File: src/rtl/axis_rr_arbiter.sv
// Round-robin N-to-1 arbiter for single-beat AXI-Stream sources with a registered output stage.
// Define AXIS_RR_ARB_ID_EN to add mif_tid, which carries the winning source index with each beat.
module axis_rr_arbiter #(
    parameter int TDATA_WIDTH = 32,
    parameter int NUM_SIF     = 4,
    localparam int IDX_W      = $clog2(NUM_SIF)
) (
    input  logic                           clk,
    input  logic                           rst,
    input  logic [NUM_SIF-1:0]             sif_tvalid,
    input  logic [NUM_SIF*TDATA_WIDTH-1:0] sif_tdata,
    output logic [NUM_SIF-1:0]             sif_tready,
    output logic                           mif_tvalid,
    output logic [TDATA_WIDTH-1:0]         mif_tdata,
`ifdef AXIS_RR_ARB_ID_EN
    output logic [IDX_W-1:0]               mif_tid,
`endif
    input  logic                           mif_tready,
    input  logic                           invalidate
);

    logic [IDX_W-1:0]       ptr;
    logic [IDX_W-1:0]       winner;
    logic                   any;
    logic                   can_load;
    logic                   load;
    logic [TDATA_WIDTH-1:0] win_data;

    assign can_load = ~mif_tvalid | mif_tready;

    // Two passes give the wrapped scan order: first ptr..NUM_SIF-1, then 0..ptr-1.
    // NOTE: every signal written here gets a default first, so no path leaves it unassigned and no latch is inferred.
    always_comb begin
        any    = 1'b0;
        winner = '0;
        for (int i = 0; i < NUM_SIF; i++) begin
            if (!any && i >= int'(ptr) && sif_tvalid[i]) begin
                any    = 1'b1;
                winner = IDX_W'(i);
            end
        end
        for (int i = 0; i < NUM_SIF; i++) begin
            if (!any && i < int'(ptr) && sif_tvalid[i]) begin
                any    = 1'b1;
                winner = IDX_W'(i);
            end
        end
    end

    always_comb begin
        win_data = '0;
        for (int i = 0; i < NUM_SIF; i++) begin
            if (winner == IDX_W'(i)) begin
                win_data = sif_tdata[i*TDATA_WIDTH +: TDATA_WIDTH];
            end
        end
    end

    always_comb begin
        sif_tready = '0;
        if (can_load && !invalidate && !rst && any) begin
            sif_tready[winner] = 1'b1;
        end
    end

    assign load = |(sif_tvalid & sif_tready);

    // Invalidate outranks load and drain; a simultaneous drain and load keeps mif_tvalid high.
    // NOTE: state registers use non-blocking assignments so every flop samples pre-edge values.
    always_ff @(posedge clk) begin
        if (rst) begin
            mif_tvalid <= 1'b0;
            mif_tdata  <= '0;
            ptr        <= '0;
`ifdef AXIS_RR_ARB_ID_EN
            mif_tid    <= '0;
`endif
        end else if (invalidate) begin
            mif_tvalid <= 1'b0;
            ptr        <= '0;
        end else if (load) begin
            mif_tvalid <= 1'b1;
            mif_tdata  <= win_data;
            ptr        <= (winner == IDX_W'(NUM_SIF - 1)) ? '0 : winner + IDX_W'(1);
`ifdef AXIS_RR_ARB_ID_EN
            mif_tid    <= winner;
`endif
        end else if (mif_tready) begin
            mif_tvalid <= 1'b0;
        end
    end

endmodule
File: config.mk
export PLATFORM = sky130hd
export DESIGN_NAME = axis_rr_arbiter
export DESIGN_NICKNAME = d
export VERILOG_FILES = /design/src/rtl/axis_rr_arbiter.sv
export SDC_FILE = /design/constraint.sdc
export NUM_CORES = 1
export LEC_CHECK = 0
export CAP_MARGIN = 5
export CORE_MARGIN = 2
export CORE_UTILIZATION = 30
export CTS_CLUSTER_SIZE = 10
export DETAILED_ROUTE_END_ITERATION = 7
export GPL_ROUTABILITY_DRIVEN = 0
export PLACE_DENSITY = 0.76
export SLEW_MARGIN = 15
export SYNTH_ARGS = -nofsm -noshare
export SYNTH_HDL_FRONTEND = slang
export SYNTH_SLANG_ARGS = --single-unit
File: constraint.sdc
create_clock -name clk -period 2.4 [get_ports clk]
set_clock_uncertainty 0.05 [all_clocks]
set_input_delay 0.24 -clock clk [delete_from_list [all_inputs] [get_ports clk]]
set_output_delay 0.24 -clock clk [all_outputs]
set_load 0.01 [all_outputs]
==> flow_summary.yaml, run 1 <==
critical_path:
  crit_family: "simple AND/OR/NAND/NOR gates"
  end_kind: "register"
  critPathMaxStageDelay_ps: 390
  timing.rr.end: "mif_tdata[12]"
  critPathSlowestCell: "dfxtp_4"
  reg2reg_depth: 12
  timing.rr.start: "ptr[1]"
  critPathRequiredTime_ps: 2570
  crit_path_max_fanout: 8
  start_kind: "register"
  critPathBufInv: 4
  cp_cell_sequence: "nand2b_4 > a21oi_4 > nor3_2 > buf_4 > ha_4 > a22o_4 > o2111ai_4 > buf_6 > buf_12 > buf_16 > or3_4 > a21oi_2"
  cp.arrival_ps: 2680
  path_class: "register to register"
  r2r_setup_slack_ps: -110
placed_design:
  numPortBuffers: 172
  post-place-ws_ps: -417
  dp.cells: 528
  dp_hpwl_um: 6450
  placed_cell_area_um2: 4060
run_status:
  status: "finished, violations left"
  violations: "setup timing"
floorplanning:
  io_pins: 173
  die_x_um: 88.6
  fp.dieH_um: 88.6
  std_cell_rows: 30
  start_util: 0.312
  core_area_um2: 6870
  die_area_um2: 7840
power_and_ir_drop:
  power_density_nw_per_um2: 379
  ir_worst_vdd_mv: 0.197
  p_total_mw: 1.87
  p_leak_nw: 1.78
clock_tree:
  cts_root_buf: "clkbuf_8"
  cts_tree: "built"
  clkTransAtPathRegs_ps: 70
  cts_htree_levels: 2
  holdBufCountCts: 0
  clkLatencyLatePin_ps: 290
  cts_max_path_buffers: 2
  cts_buffers: 5
  clkSinkCount: 35
worst_hold_path:
  hold_depth: 2
  hp-start: "mif_tdata[10]"
  hold_class: "register to register"
  holdPathEnd: "mif_tdata[10]"
final_layout:
  stdcell_area_um2: 4940
  seqCellArea_um2: 704
  multiInputGateArea_um2: 1540
  layoutNonFillerInstCount: 566
  utilization: 0.720
  layout-drive-gt1-share: 0.251
  nets: 609
  num_antenna_cells: 0
  fill_cells: 531
  syn2layout_area_growth_pct: 131
timing:
  maxSlewViolCount: 0
  hold_violations: 0
  rsz0062_at_grt: "yes"
  fin_tns_setup_ps: -1480
  holdWs_ps: 407
  max_slew_margin: 0.685
  tightest_slew_ps: 472
  post-route-min-period_ps: 2510
  timing.final.crit_share: 1.04
  fmax_mhz: 399
  finalSetupViolCount: 33
  setup_slack_ps: -106
detailed_routing:
  routedWlPerCell_um: 18.7
  drc: 0
  drt-total-wl_um: 10600
  dr.pass1.iters: 4
  viasPerCell: 5.36
  ant_nets: 0
  drtIter0Drc: 100
  vias: 3033
synthesis:
  synthCells: 266
  netlist_area_um2: 2140
  ys_types: 33
  syn-num-nets: 406
  syn_avg_cell_area_um2: 8.06
  ys_seq_elements: 35
  synth-seq-area-share: 0.327
  yosys_warnings: 0
grt:
  grt_pass1_wl_um: 14200
  grt_pass1_vias: 2915
  grt_overflow: 0
  track_usage: 0.239
  grt_max_degree: 34
  antenna_found_initial: 0
run:
  cap_violations: 0
## Yosys cell counts
| library cell | count | area (um2) |
|---|---|---|
| a211oi_1 | 1 | 7.51 |
| a21oi_1 | 37 | 185 |
| a21oi_2 | 1 | 8.76 |
| a221oi_1 | 31 | 272 |
| a22o_1 | 2 | 17.5 |
| and2_1 | 4 | 25.0 |
| and3_1 | 1 | 6.26 |
| buf_12 | 4 | 80.1 |
| buf_2 | 6 | 30.0 |
| buf_6 | 1 | 11.3 |
| clkbuf_1 | 17 | 63.8 |
| dfxtp_1 | 35 | 701 |
| ha_1 | 4 | 50.1 |
| inv_1 | 4 | 15.0 |
| mux2i_1 | 1 | 10.0 |
| nand2_1 | 35 | 131 |
| nand2_2 | 1 | 6.26 |
| nand2b_1 | 3 | 18.8 |
| nand3b_1 | 1 | 7.51 |
| nor2_1 | 2 | 7.51 |
| nor2_2 | 1 | 6.26 |
| nor2b_1 | 1 | 6.26 |
| nor3_1 | 1 | 5.00 |
| o2111a_1 | 1 | 11.3 |
| o2111ai_1 | 1 | 8.76 |
| o2111ai_2 | 1 | 15.0 |
| o21a_1 | 1 | 7.51 |
| o21ai_0 | 2 | 10.0 |
| o22a_1 | 1 | 8.76 |
| o22ai_1 | 31 | 194 |
| or2_2 | 2 | 12.5 |
| or3_1 | 31 | 194 |
| or4_4 | 1 | 11.3 |
## state kept, by name, indices dropped and copies added, names as in the netlist
name / flops
ptr: 2
mif_tvalid: 1
mif_tdata: 32
## how the worst max path moves through the flow
stage,start,to,slack [ps],depth (start not counted)
after floorplan,ptr[1],mif_tdata[11],30,12
after global placement,sif_tvalid[0],mif_tdata[20],-330,11
after detailed placement,sif_tvalid[0],mif_tdata[19],-420,12
after CTS,ptr[1],mif_tdata[8],-110,10
after global routing,ptr[1],mif_tdata[5],-220,11
final,ptr[1],mif_tdata[12],-110,12
## per-layer routing
metal	track usage	wire, um
met1	0.271	4080
met2	0.444	5690
met3	0.0578	688
met4	0.0620	139
met5	0	0
## where the power goes
group / switching, mW / internal [mW] / leakage, nW / total [mW]
clock network: 0.228 / 0.203 / 0.0412 / 0.431
registers: 0.0133 / 0.603 / 0.284 / 0.616
logic: 0.310 / 0.515 / 1.46 / 0.825
## layout by cell type (no fill, tap or decap), drive strengths merged, types with 3 or more instances in the layout
cell type	instances
ha	4
or3	31
nor2	3
inv	4
buf	47
dlygate4sd2	5
nand2	36
nand2b	3
and2	4
a221oi	31
dfxtp	35
a21oi	38
clkbuf	11
clkdlybuf4s50	164
o22ai	31
## what timing repair did
item	4_1_cts	5_1_grt
gates resized for setup	25	67
setup endpoints to repair	38	37
cloned	7	6
setup buffers	9	10
hold endpoints to repair	0	0
pin swaps	7	49
## tightest hold or removal path, cell delays in order, from the launching register on
cell     delay (ps)
dfxtp_1         320
nand2_2          60
a21oi_2          40
## final cells by class
cell class              instances  share of cell area
repair buffers                224               0.502
flip-flops and latches         35               0.142
inverters                       4             0.00304
clock buffers                   6              0.0147
multi-input cells             199               0.311
well taps                      96              0.0243
clock inverters                 2             0.00253
## cells by family after synthesis
group	after synthesis	share of synthesized area
compound gates	110	0.348
simple gates	84	0.204
flops	35	0.327
buf+inv	32	0.0933
fa+ha+maj	4	0.0233
mux	1	0.00467
No activity file was read; power rests on OpenSTA's default activity.
==> inputs of run 2 (changes only) <==
--- a/config.mk
+++ b/config.mk
@@ -12,6 +12,7 @@
 export DETAILED_ROUTE_END_ITERATION = 7
 export GPL_ROUTABILITY_DRIVEN = 0
 export PLACE_DENSITY = 0.76
+export SKIP_CTS_REPAIR_TIMING = 1
 export SLEW_MARGIN = 15
 export SYNTH_ARGS = -nofsm -noshare
 export SYNTH_HDL_FRONTEND = slang
==> flow_summary.yaml, run 2 (same netlist as run 1, synthesis figures left out) <==
detailed_routing:
  dr.pass1.iters: 4
  routedWlPerCell_um: 17.3
  drtIter0Drc: 102
  drt-total-wl_um: 9520
  vias: 2923
  drc: 0
  viasPerCell: 5.30
  ant_nets: 0
power_and_ir_drop:
  p_leak_nw: 1.64
  power_density_nw_per_um2: 385
  pwr-share-seq: 0.358
  p_clk_frac: 0.249
  p_sw_uw: 494
  p_total_mw: 1.72
  swShare: 0.287
  combPwrFrac: 0.394
  internal_power_mw: 1.23
  ir_worst_vdd_mv: 0.190
floorplanning:
  io_pins: 173
  fp.dieH_um: 88.6
  std_cell_rows: 30
  core_area_um2: 6870
  die_area_um2: 7840
  die_x_um: 88.6
  start_util: 0.312
timing:
  finalSetupViolCount: 33
  max_slew_margin: 0.730
  timing.final.crit_share: 1.05
  hold_violations: 0
  fmax_mhz: 397
  maxSlewViolCount: 0
  rsz0062_at_grt: "yes"
  tightest_slew_ps: 405
  post-route-min-period_ps: 2520
  setup_slack_ps: -116
final_layout:
  num_antenna_cells: 0
  layout_common_cells: "clkdlybuf4s50_1, nand2_1, dfxtp_1"
  mostFrequentLayoutCell: "clkdlybuf4s50_1"
  stdcell_area_um2: 4470
  layout-drive-gt1-share: 0.163
  regMostFlops: "mif_tdata"
  nets: 594
  largestRegisters: "mif_tdata (32), ptr (2), mif_tvalid (1)"
  largest_reg_flops: 32
  syn2layout_area_growth_pct: 108
grt:
  track_usage: 0.209
  antenna_found_initial: 0
  grt_use_met2: 0.399
  top_usage_layer: "met2"
  met1_usage: 0.233
  met3_usage: 0.0494
  grt_pass1_vias: 2729
  grt_max_degree: 35
  grt_overflow: 0
  grt_pass1_wl_um: 12700
placed_design:
  placed_cell_area_um2: 4060
  dp_hpwl_um: 6450
  numPortBuffers: 172
clock_tree:
  clkLatencyLatePin_ps: 290
  cts_htree_levels: 2
  cts_root_buf: "clkbuf_8"
  cts_buffers: 5
  clkSinkCount: 35
  cts_tree: "built"
  cts_max_path_buffers: 2
  clkTransAtPathRegs_ps: 70
run:
  cap_violations: 0
critical_path:
  end_kind: "register"
  cp_cell_sequence: "clkdlybuf4s50_1 > mux2i_1 > nor2_1 > nor3_2 > ha_2 > a22o_1 > o2111ai_4 > buf_4 > clkbuf_16 > or3_1 > a21oi_1"
  critPathBufInv: 3
  crit_family: "buffers and inverters"
  critPathSlowestCell: "clkdlybuf4s50_1"
  timing.rr.start: "ptr[1]"
  cp.arrival_ps: 2690
  path_class: "input port to register"
  crit_path_max_fanout: 8
  startpoint: "sif_tvalid[2]"
  critPathRequiredTime_ps: 2570
  critPathMaxStageDelay_ps: 460
  start_kind: "input port"
worst_hold_path:
  hp-start: "mif_tdata[31]"
  hold_class: "register to register"
run_status:
  violations: "setup timing"
  status: "finished, violations left"
## run 2: cell types whose count changed in the layout (fill, tap and decap cells not counted), moves of 5 or more
cell	previous run	this run
dlygate4sd2_1	5	0
a221oi_2	9	3
buf_6	12	4
buf_16	7	0
a21oi_1	22	33
a221oi_1	22	28
a21oi_2	15	5
dlymetal6s2s_1	1	6
nand2_1	28	34
## run 2: per-layer routing
metal / part of all wire / vias up
li1: - / 1404
met1: 0.40 / 1390
met2: 0.52 / 123
met5: 0 / -
met3: 0.071 / 6
met4: 0.0054 / 0
## run 2: final cells by class
type | instances | area [um2]
sequential | 35 | 704
inverter | 4 | 15.0
clock buffer | 6 | 72.6
multi-input combinational | 199 | 1360
fill | 604 | 2400
timing repair buffer | 209 | 2190
clock inverter | 2 | 12.5
tap | 96 | 120
## run 2: worst register-to-register path, stage by stage (launching register included)
cell	delay, ps
dfxtp_4	380
mux2i_1	200
nor2_1	70
nor3_2	270
ha_2	270
a22o_1	200
o2111ai_4	150
buf_4	190
clkbuf_16	150
or3_1	390
a21oi_1	130
## run 2: power by group through the flow
stage / combinational, mW / clock, mW / sequential (mW)
final: 0.677 / 0.428 / 0.615
after CTS: 0.600 / 0.437 / 0.616
after floorplan: 0.227 / 0 / 0.640
after global placement: 0.587 / 0 / 0.629
after global routing: 0.723 / 0.470 / 0.618
after detailed placement: 0.598 / 0 / 0.630
## run 2: worst paths after layout
check / end / slack, ps / cells past startpoint
max: mif_tdata[3] / -120 / 11
min: mif_tdata[31] / 410 / 2
max reg2reg: mif_tdata[3] / -110 / 10
min reg2reg: mif_tdata[31] / 410 / 2
## run 2: through the flow
step	hold WS [ps]	util	worst slack, ps	std cells	TNS, ps
6_report	406	0.650	-116	551	-2070
5_1_grt	424	0.650	-219	551	-5840
4_1_cts	407	0.603	-317	536	-5260
3_5_place_dp	396	0.591	-417	528	-14330
3_3_place_gp	391	0.591	-334	528	-11330
2_1_floorplan	367	-	34.8	266	0
